--- config.mk ---
export PLATFORM = sky130hd
export DESIGN_NAME = sd_cmd_resp_rx
export DESIGN_NICKNAME = d
export VERILOG_FILES = /design/src/rtl/sd_cmd_resp_rx.sv
export SDC_FILE = /design/constraint.sdc
export NUM_CORES = 1
export LEC_CHECK = 0
export ABC_AREA = 0
export BUFFER_PORTS_ARGS = -buffer_cell sky130_fd_sc_hd__buf_2
export CELL_PAD_IN_SITES_DETAIL_PLACEMENT = 1
export CELL_PAD_IN_SITES_GLOBAL_PLACEMENT = 2
export CORE_ASPECT_RATIO = 0.7
export CORE_UTILIZATION = 36
export CTS_BUF_LIST = sky130_fd_sc_hd__clkbuf_8 sky130_fd_sc_hd__clkbuf_16
export DETAILED_ROUTE_END_ITERATION = 7
export PLACE_DENSITY = 0.77
export SETUP_SLACK_MARGIN = 0.1
export SLEW_MARGIN = 15
export SYNTH_ARGS = -nofsm -noshare
export SYNTH_HDL_FRONTEND = slang
export SYNTH_SLANG_ARGS = --single-unit
--- constraint.sdc ---
create_clock -name clk -period 3.89 [get_ports clk]
set_clock_uncertainty 0.1 [all_clocks]
set_input_delay 0.1945 -clock clk [delete_from_list [all_inputs] [get_ports clk]]
set_output_delay 0.1945 -clock clk [all_outputs]
set_load 0.03 [all_outputs]
--- src/rtl/sd_cmd_resp_rx.sv ---
// SD CMD-line response receiver: waits for the start bit, shifts in a 48- or 136-bit
// response, checks framing bits and CRC7 (x^7+x^3+1), and holds results until re-armed.
module sd_cmd_resp_rx #(
  parameter int unsigned TIMEOUT = 64
) (
  input  logic         clk,
  input  logic         rst,
  input  logic         bit_en,
  input  logic         cmd_in,
  input  logic         start,
  input  logic         long_resp,
  input  logic         no_crc,
  output logic         busy,
  output logic         done,
  output logic         timeout_err,
  output logic         crc_err,
  output logic         end_err,
  output logic         trans_err,
  output logic [5:0]   resp_index,
  output logic [127:0] resp
);

  localparam int unsigned TW = $clog2(TIMEOUT + 1);

  typedef enum logic [1:0] {
    IDLE,
    WAIT_START,
    RECV,
    DONE
  } state_t;

  state_t state, state_next;

  logic [TW-1:0] idle_cnt;
  logic [7:0]    bit_cnt;
  logic [6:0]    crc;
  logic [126:0]  shreg;
  logic          long_q;
  logic          no_crc_q;

  logic          arm;
  logic          count_idle;
  logic          tmo;
  logic          take_start;
  logic          take_bit;
  logic          last_bit;
  logic          crc_en;
  logic [7:0]    frame_len;
  logic [7:0]    bit_idx;
  logic [127:0]  shreg_next;

  function automatic logic [6:0] crc7_step(input logic [6:0] c, input logic b);
    logic inv;
    inv = b ^ c[6];
    return {c[5:3], c[2] ^ inv, c[1:0], inv};
  endfunction

  // bit_cnt counts sampled frame bits, so the frame bit number of the bit being
  // sampled is (length - 1 - bit_cnt); the end bit is frame bit 0.
  assign frame_len  = long_q ? 8'd136 : 8'd48;
  assign bit_idx    = frame_len - 8'd1 - bit_cnt;
  assign shreg_next = {shreg, cmd_in};
  assign crc_en     = take_bit && (bit_idx >= 8'd8) && (bit_idx <= 8'd127);

  assign busy = (state == WAIT_START) || (state == RECV);
  assign done = (state == DONE);

  always_ff @(posedge clk) begin
    if (rst) begin
      state <= IDLE;
    end else begin
      state <= state_next;
    end
  end

  always_comb begin
    state_next = state;
    arm        = 1'b0;
    count_idle = 1'b0;
    tmo        = 1'b0;
    take_start = 1'b0;
    take_bit   = 1'b0;
    last_bit   = 1'b0;
    case (state)
      IDLE: begin
        if (start) begin
          arm        = 1'b1;
          state_next = WAIT_START;
        end
      end
      WAIT_START: begin
        if (bit_en) begin
          if (!cmd_in) begin
            take_start = 1'b1;
            state_next = RECV;
          end else if (idle_cnt == TW'(TIMEOUT - 1)) begin
            tmo        = 1'b1;
            state_next = DONE;
          end else begin
            count_idle = 1'b1;
          end
        end
      end
      RECV: begin
        if (bit_en) begin
          take_bit = 1'b1;
          if (bit_idx == 8'd0) begin
            last_bit   = 1'b1;
            state_next = DONE;
          end
        end
      end
      DONE: begin
        state_next = IDLE;
      end
      default: begin
        state_next = IDLE;
      end
    endcase
  end

  always_ff @(posedge clk) begin
    if (rst) begin
      idle_cnt    <= '0;
      bit_cnt     <= '0;
      crc         <= '0;
      shreg       <= '0;
      long_q      <= 1'b0;
      no_crc_q    <= 1'b0;
      timeout_err <= 1'b0;
      crc_err     <= 1'b0;
      end_err     <= 1'b0;
      trans_err   <= 1'b0;
      resp_index  <= '0;
      resp        <= '0;
    end else begin
      if (arm) begin
        long_q      <= long_resp;
        no_crc_q    <= no_crc;
        idle_cnt    <= '0;
        bit_cnt     <= '0;
        crc         <= '0;
        shreg       <= '0;
        timeout_err <= 1'b0;
        crc_err     <= 1'b0;
        end_err     <= 1'b0;
        trans_err   <= 1'b0;
        resp_index  <= '0;
        resp        <= '0;
      end
      if (count_idle) begin
        idle_cnt <= idle_cnt + 1'b1;
      end
      if (tmo) begin
        timeout_err <= 1'b1;
      end
      // Only short responses include the start bit in the CRC.
      if (take_start) begin
        bit_cnt <= 8'd1;
        if (!long_q) begin
          crc <= crc7_step(crc, cmd_in);
        end
      end
      if (take_bit) begin
        bit_cnt <= bit_cnt + 8'd1;
        shreg   <= shreg_next[126:0];
        if (crc_en) begin
          crc <= crc7_step(crc, cmd_in);
        end
        if (bit_cnt == 8'd1) begin
          trans_err <= cmd_in;
        end
        if (last_bit) begin
          end_err <= !cmd_in;
          crc_err <= !no_crc_q && (crc != shreg[6:0]);
          if (long_q) begin
            resp       <= shreg_next;
            resp_index <= '0;
          end else begin
            resp       <= {88'b0, shreg_next[39:0]};
            resp_index <= shreg_next[45:40];
          end
        end
      end
    end
  end

endmodule

==> results of run 1 <==
## power by group
part	leakage [nW]	internal (mW)	switching (mW)
clock network	0.520	1.64	1.21
logic	1.91	0.190	0.817
registers	2.34	3.00	0.0248
## synthesized netlist by cell type (11+ instances only)
master / number
a21oi_1: 65
a22oi_1: 125
a22oi_2: 80
buf_6: 11
clkbuf_1: 71
dfxtp_1: 291
ha_1: 12
inv_1: 16
nand2_1: 74
nand3_1: 56
nor2_1: 155
nor2_2: 81
## critical path: stages (launching register included)
cell and delay, ps:
dfxtp_1 500, inv_1 220, ha_1 320, a211oi_1 390, o21bai_1 200, nand4b_1 290, o31a_2 200, buf_12 440
nand2b_1 280, o22ai_1 230
## per-stage QoR
stage                     hold slack, ps  power (mW)
after floorplan                      230        3.83
after global placement               346        4.09
after detailed placement             357        4.10
after CTS                           23.5        6.99
after global routing                38.4        7.20
final                               19.7        6.88
## area by class of cell
| class | count | area share [%] |
|---|---|---|
| Tap cell | 412 | 3.94 |
| Multi-Input combinational cell | 741 | 36.6 |
| Inverter | 16 | 0.458 |
| Clock buffer | 38 | 6.66 |
| Sequential cell | 291 | 44.5 |
| Clock inverter | 17 | 0.869 |
| Timing Repair Buffer | 162 | 7.03 |
## cells in the final DEF (no fill, tap or decap), drive strengths merged, types with 2 or more instances in the layout
cell type / synthesis / layout
o2111a: 2 / 2
xnor2: 8 / 8
nand4: 3 / 3
nor2: 236 / 236
and3: 3 / 3
clkbuf: 71 / 38
nand2: 74 / 74
dfxtp: 291 / 291
a31oi: 5 / 5
a211oi: 4 / 4
nor4: 3 / 3
nor4b: 2 / 2
nand3: 56 / 56
nand4b: 3 / 3
a311oi: 4 / 4
dlygate4sd3: 0 / 4
a21oi: 65 / 65
o21a: 3 / 3
o22ai: 6 / 6
o21ai: 8 / 8
xor2: 5 / 5
clkinv: 0 / 7
nand3b: 2 / 2
and2: 3 / 3
o31ai: 2 / 2
inv: 16 / 24
a22oi: 205 / 205
or4: 2 / 2
ha: 12 / 12
a32oi: 6 / 6
nor3: 6 / 6
buf: 26 / 158
## flip-flops by register name, indices dropped and copies added, names as in the netlist
| signal | cells |
|---|---|
| end_err | 1 |
| crc | 7 |
| crc_err | 1 |
| no_crc_q | 1 |
| trans_err | 1 |
| timeout_err | 1 |
| bit_cnt | 8 |
| idle_cnt | 7 |
| long_q | 1 |
| state | 2 |
| resp_index | 6 |
| shreg | 127 |
| resp | 128 |
## kinds of logic after synthesis
kind of cell             count (synthesis)  share of synthesized area [%]
XOR/XNOR                                13                           1.02
AND/OR/NAND/NOR                        397                           16.8
multiplexers                             1                         0.0900
AO/OA/AOI/OAI                          317                           23.5
adder cells (fa/ha/maj)                 13                           1.53
flip-flops                             291                           52.4
buffers and inverters                  113                           4.64
## worst paths after layout
check	startpoint	end	depth (start not counted)
hold reg to reg	resp[18]$_SDFF_PP0_	resp[18]$_SDFF_PP0_	2
setup reg to reg	long_q$_SDFFE_PP0P_	resp_index[4]$_SDFF_PP0_	9
setup / recovery	long_q$_SDFFE_PP0P_	resp_index[4]$_SDFF_PP0_	9
hold / removal	rst	end_err$_SDFF_PP0_	2
## metal layers
layer,up-vias,track usage (%),part of all wire (%)
met1,4424,25.3,49
met3,39,3.45,3.7
met4,0,4.35,2.0
met5,-,0,0
li1,4257,-,-
met2,120,29.3,45
## what timing repair did
action / CTS / global route
buffers inserted: 0 / 0
endpoints found under the setup margin: 0 / 0
hold buffers: 4 / 0
endpoints found under the hold margin: 7 / 0
==> reports/qor.yml, run 1 <==
finish:
  final_cells: 1677
  nets: 1262
  finish.instance_area_um2: 13100
  antennaDiodeCount: 0
  multi_input_area_um2: 4790
  drive_above_1_share_pct: 29.4
  fillers: 3409
  seqCellArea_um2: 5830
  syn2layout_area_growth_pct: 17.8
  fin_util_pct: 43.4
grt:
  grt_pass1_vias: 8793
  grt_max_degree: 112
  antenna_found_initial: 0
  grt-ovfl-total: 0
  grt_pass1_wl_um: 47200
  grt.total_usage_pct: 18.3
setup_path:
  cp_max_fo: 88
  r2r_setup_slack_ps: 610
  cp.arrival_ps: 3670
  worstSetupEndpointType: "register"
  crit_type: "reg2reg"
  critPathLaunchType: "register"
  cp.required_ps: 4280
routing:
  drtAntennaViolNets: 0
  via_per_inst: 5.27
  dr_total_vias: 8840
  wl_um: 28900
  drcViolationCount: 0
  drt-pass1-iter-count: 5
  routedWlPerCell_um: 17.2
  first_iter_violations: 488
timing:
  grt_setup_unrepaired: "false"
  fmaxAchievable_mhz: 305
  maxSlewHeadroom_pct: 43.9
  fin_tns_setup_ps: 0
  period_minus_slack_ps: 3280
  worst_pin_slew_ps: 836
  final_hold_viol_count: 0
  fin_crit_sh_pct: 84.3
  worst_slack_ps: 612
  final-setup-viol-count: 0
  maxSlewViolCount: 0
hold_path:
  hold_class: "in2reg"
logic_synthesis:
  synth_top_area_cell: "dfxtp_1"
  synth_cell_types: 48
  synth_edf_count: 0
  syn_area_um2: 11100
  yosysSeqAreaShare_pct: 52.4
  yosysWarnings: 0
  ys_top_cells_by_area: "dfxtp_1 52%, a22oi_2 9.0%, a22oi_1 8.4%"
  syn-mean-instance-area_um2: 9.71
  synth_fp_nets: 1165
  syn-instance-count: 1145
  ys_ff_latch: 291
  async_flop_share_pct: 0
  ys.flop_type: "dfxtp_1"
  synth_top_area_share_pct: 52.4
run:
  max-cap-violations: 0
floorplan:
  start_util_pct: 36.8
  rows: 53
  top_level_ports: 147
  fp.dieH_um: 149
  die_x_um: 212
  die-area_um2: 31600
  coreArea_um2: 30200
cts:
  cts.sinks: 291
  h-tree-depth: 1
  clockBufferDepth: 3
  clk_latency_ps: 560
  cts_resized: 0
  clk_pin_slew_worst_paths_ps: 60
  numCtsBuffers: 30
  cts_root_buf: "clkbuf_16"
  cts_tree: "built"
placement:
  dpl.cell_count: 1618
  dp_hpwl_um: 17500
  pre_cts_slack_ps: 627
  placedInstanceArea_um2: 12100
  gp_congestion: 0.803
  portBuffers: 146
status:
  status: "completed"
power:
  vdd_drop_max_mv: 0.379
  power.density_nw_per_um2: 525
  leakage_nw: 4.77
Note: power is estimated with default switching activity, not from simulation.
==> run 2, diff against run 1 <==
--- a/config.mk
+++ b/config.mk
@@ -10,10 +10,10 @@
 export CELL_PAD_IN_SITES_DETAIL_PLACEMENT = 1
 export CELL_PAD_IN_SITES_GLOBAL_PLACEMENT = 2
 export CORE_ASPECT_RATIO = 0.7
-export CORE_UTILIZATION = 36
+export CORE_UTILIZATION = 32
 export CTS_BUF_LIST = sky130_fd_sc_hd__clkbuf_8 sky130_fd_sc_hd__clkbuf_16
 export DETAILED_ROUTE_END_ITERATION = 7
-export PLACE_DENSITY = 0.77
+export PLACE_DENSITY = 0.72
 export SETUP_SLACK_MARGIN = 0.1
 export SLEW_MARGIN = 15
 export SYNTH_ARGS = -nofsm -noshare
==> constraint.sdc (replaced) <==
create_clock -name clk -period 2.8 [get_ports clk]
set_clock_uncertainty 0.1 [all_clocks]
set_input_delay 0.14 -clock clk [delete_from_list [all_inputs] [get_ports clk]]
set_output_delay 0.14 -clock clk [all_outputs]
set_load 0.03 [all_outputs]
==> run 2 against run 1 <==
Clock power rose by 36%. Sequential share of layout area decreased by 1.5 points. Flip-flop and latch count unchanged. Largest power group unchanged. Highest routed layer unchanged.
==> reports/qor.yml, run 2 (synthesized netlist as in run 1, its figures left out) <==
grt:
  grt_pass1_wl_um: 47700
  grt.total_usage_pct: 16.5
  grt-ovfl-total: 0
  grt_pass1_vias: 8761
  grt_max_degree: 138
  antenna_found_initial: 0
cts:
  numCtsBuffers: 31
  clockBufferDepth: 3
  clk_latency_ps: 550
  cts_root_buf: "clkbuf_16"
  h-tree-depth: 1
  clk_pin_slew_worst_paths_ps: 60
  cts.sinks: 291
  cts_tree: "built"
setup_path:
  cp.required_ps: 3190
  cp_max_fo: 14
  cp.arrival_ps: 2990
  crit_type: "reg2reg"
  critPathLaunchType: "register"
  worstSetupEndpointType: "register"
floorplan:
  die_x_um: 225
  die-area_um2: 35500
  start_util_pct: 32.8
  rows: 56
  coreArea_um2: 33800
  fp.dieH_um: 158
  top_level_ports: 147
routing:
  dr_total_vias: 8844
  drtAntennaViolNets: 0
  first_iter_violations: 484
  via_per_inst: 5.04
  drt-pass1-iter-count: 4
  drcViolationCount: 0
  routedWlPerCell_um: 17.0
  wl_um: 29800
power:
  total_power_mw: 9.60
  vdd_drop_max_mv: 0.542
  leakage_nw: 4.98
  power.density_nw_per_um2: 707
timing:
  maxSlewViolCount: 0
  maxSlewHeadroom_pct: 53.4
  fin_tns_setup_ps: 0
  worst_pin_slew_ps: 700
  final-setup-viol-count: 0
  period_minus_slack_ps: 2600
  final_hold_viol_count: 0
  fmaxAchievable_mhz: 384
  grt_setup_unrepaired: "false"
  fin_crit_sh_pct: 93.0
status:
  status: "completed"
finish:
  largestRegisters: "resp: 128 flops, shreg: 127 flops, bit_cnt: 8 flops"
  drive_above_1_share_pct: 31.7
  largest_reg_flops: 128
  nets: 1289
  regMostFlops: "resp"
  layout_commonest_cell: "dfxtp_1"
  final_cells: 1754
  syn2layout_area_growth_pct: 22.1
  fin_util_pct: 40.1
  antennaDiodeCount: 0
  final_cell_mix: "288 x dfxtp_1, 152 x nor2_1, 145 x buf_2, 125 x a22oi_1, 83 x nor2_2"
hold_path:
  hold_class: "in2reg"
run:
  max-cap-violations: 0
placement:
  dp_hpwl_um: 18300
  gp_congestion: 0.763
  dpl.cell_count: 1689
  portBuffers: 146
-- run 2: cell count changes in the layout (fill, tap and decap cells not counted), moves of 2 or more --
cell       change
inv_2          +3
clkbuf_8       -2
dfxtp_2        +3
dfxtp_1        -3
clkbuf_16      +2
clkinv_2       -3
buf_4         +12
buf_12        +10
ha_4           +2
ha_1           -3
-- run 2: through the flow --
step / setup slack [ps] / hold slack [ps] / instance area (µm²)
finish: 197 / 38.4 / 13600
floorplan: 125 / 176 / 11100
CTS: 105 / 7.52 / 13400
detailed placement: -45.1 / 305 / 12400
global placement: 56.0 / 298 / 12400
global route: 18.4 / 43.7 / 13600
-- run 2: where the power goes --
part           switching (mW)  leakage (nW)  internal (mW)
registers              0.0315          2.34           4.17
logic                    1.17          2.12          0.362
clock network            1.65         0.508           2.21
-- run 2: final timing paths --
check,slack (ps),depth (start not counted),start,to
max,200,12,long_q$_SDFFE_PP0P_,resp[104]$_SDFF_PP0_
min,40,6,start,state[0]$_SDFFE_PP0P_
max reg2reg,200,12,long_q$_SDFFE_PP0P_,resp[104]$_SDFF_PP0_
min reg2reg,360,2,no_crc_q$_SDFFE_PP0P_,no_crc_q$_SDFFE_PP0P_
-- run 2: what timing repair did --
| action | CTS | global route |
|---|---|---|
| setup buffers | 1 | 3 |
| endpoints found under the setup margin | 80 | 88 |
| pin swaps | 1 | 3 |
| cloned | 0 | 2 |
| hold endpoints to repair | 61 | 0 |
| hold buffers | 5 | 0 |
| gates resized for setup | 4 | 16 |
-- run 2: metal layers --
layer / GRT usage [%] / routed length [µm]
met2: 26.9 / 13600
met1: 22.6 / 14500
met5: 0 / 0
met3: 2.80 / 941
met4: 4.18 / 677
-- run 2: layout make-up --
cell class / instances / area, µm²
inverters: 16 / 60.1
fillers: 3812 / 20300
multi-input cells: 741 / 4880
clock buffers: 36 / 845
flip-flops and latches: 291 / 5830
clock inverters: 18 / 105
repair buffers: 188 / 1280
well taps: 464 / 581
-- run 2: worst max-delay path, stage by stage, from the launching register on --
cell	delay, ps
dfxtp_2	340
inv_2	120
ha_2	340
o21ai_1	230
nor2_1	80
nand4b_1	220
buf_4	190
nor4_4	250
buf_4	190
buf_12	150
buf_12	160
a22oi_2	70
nor2_2	90
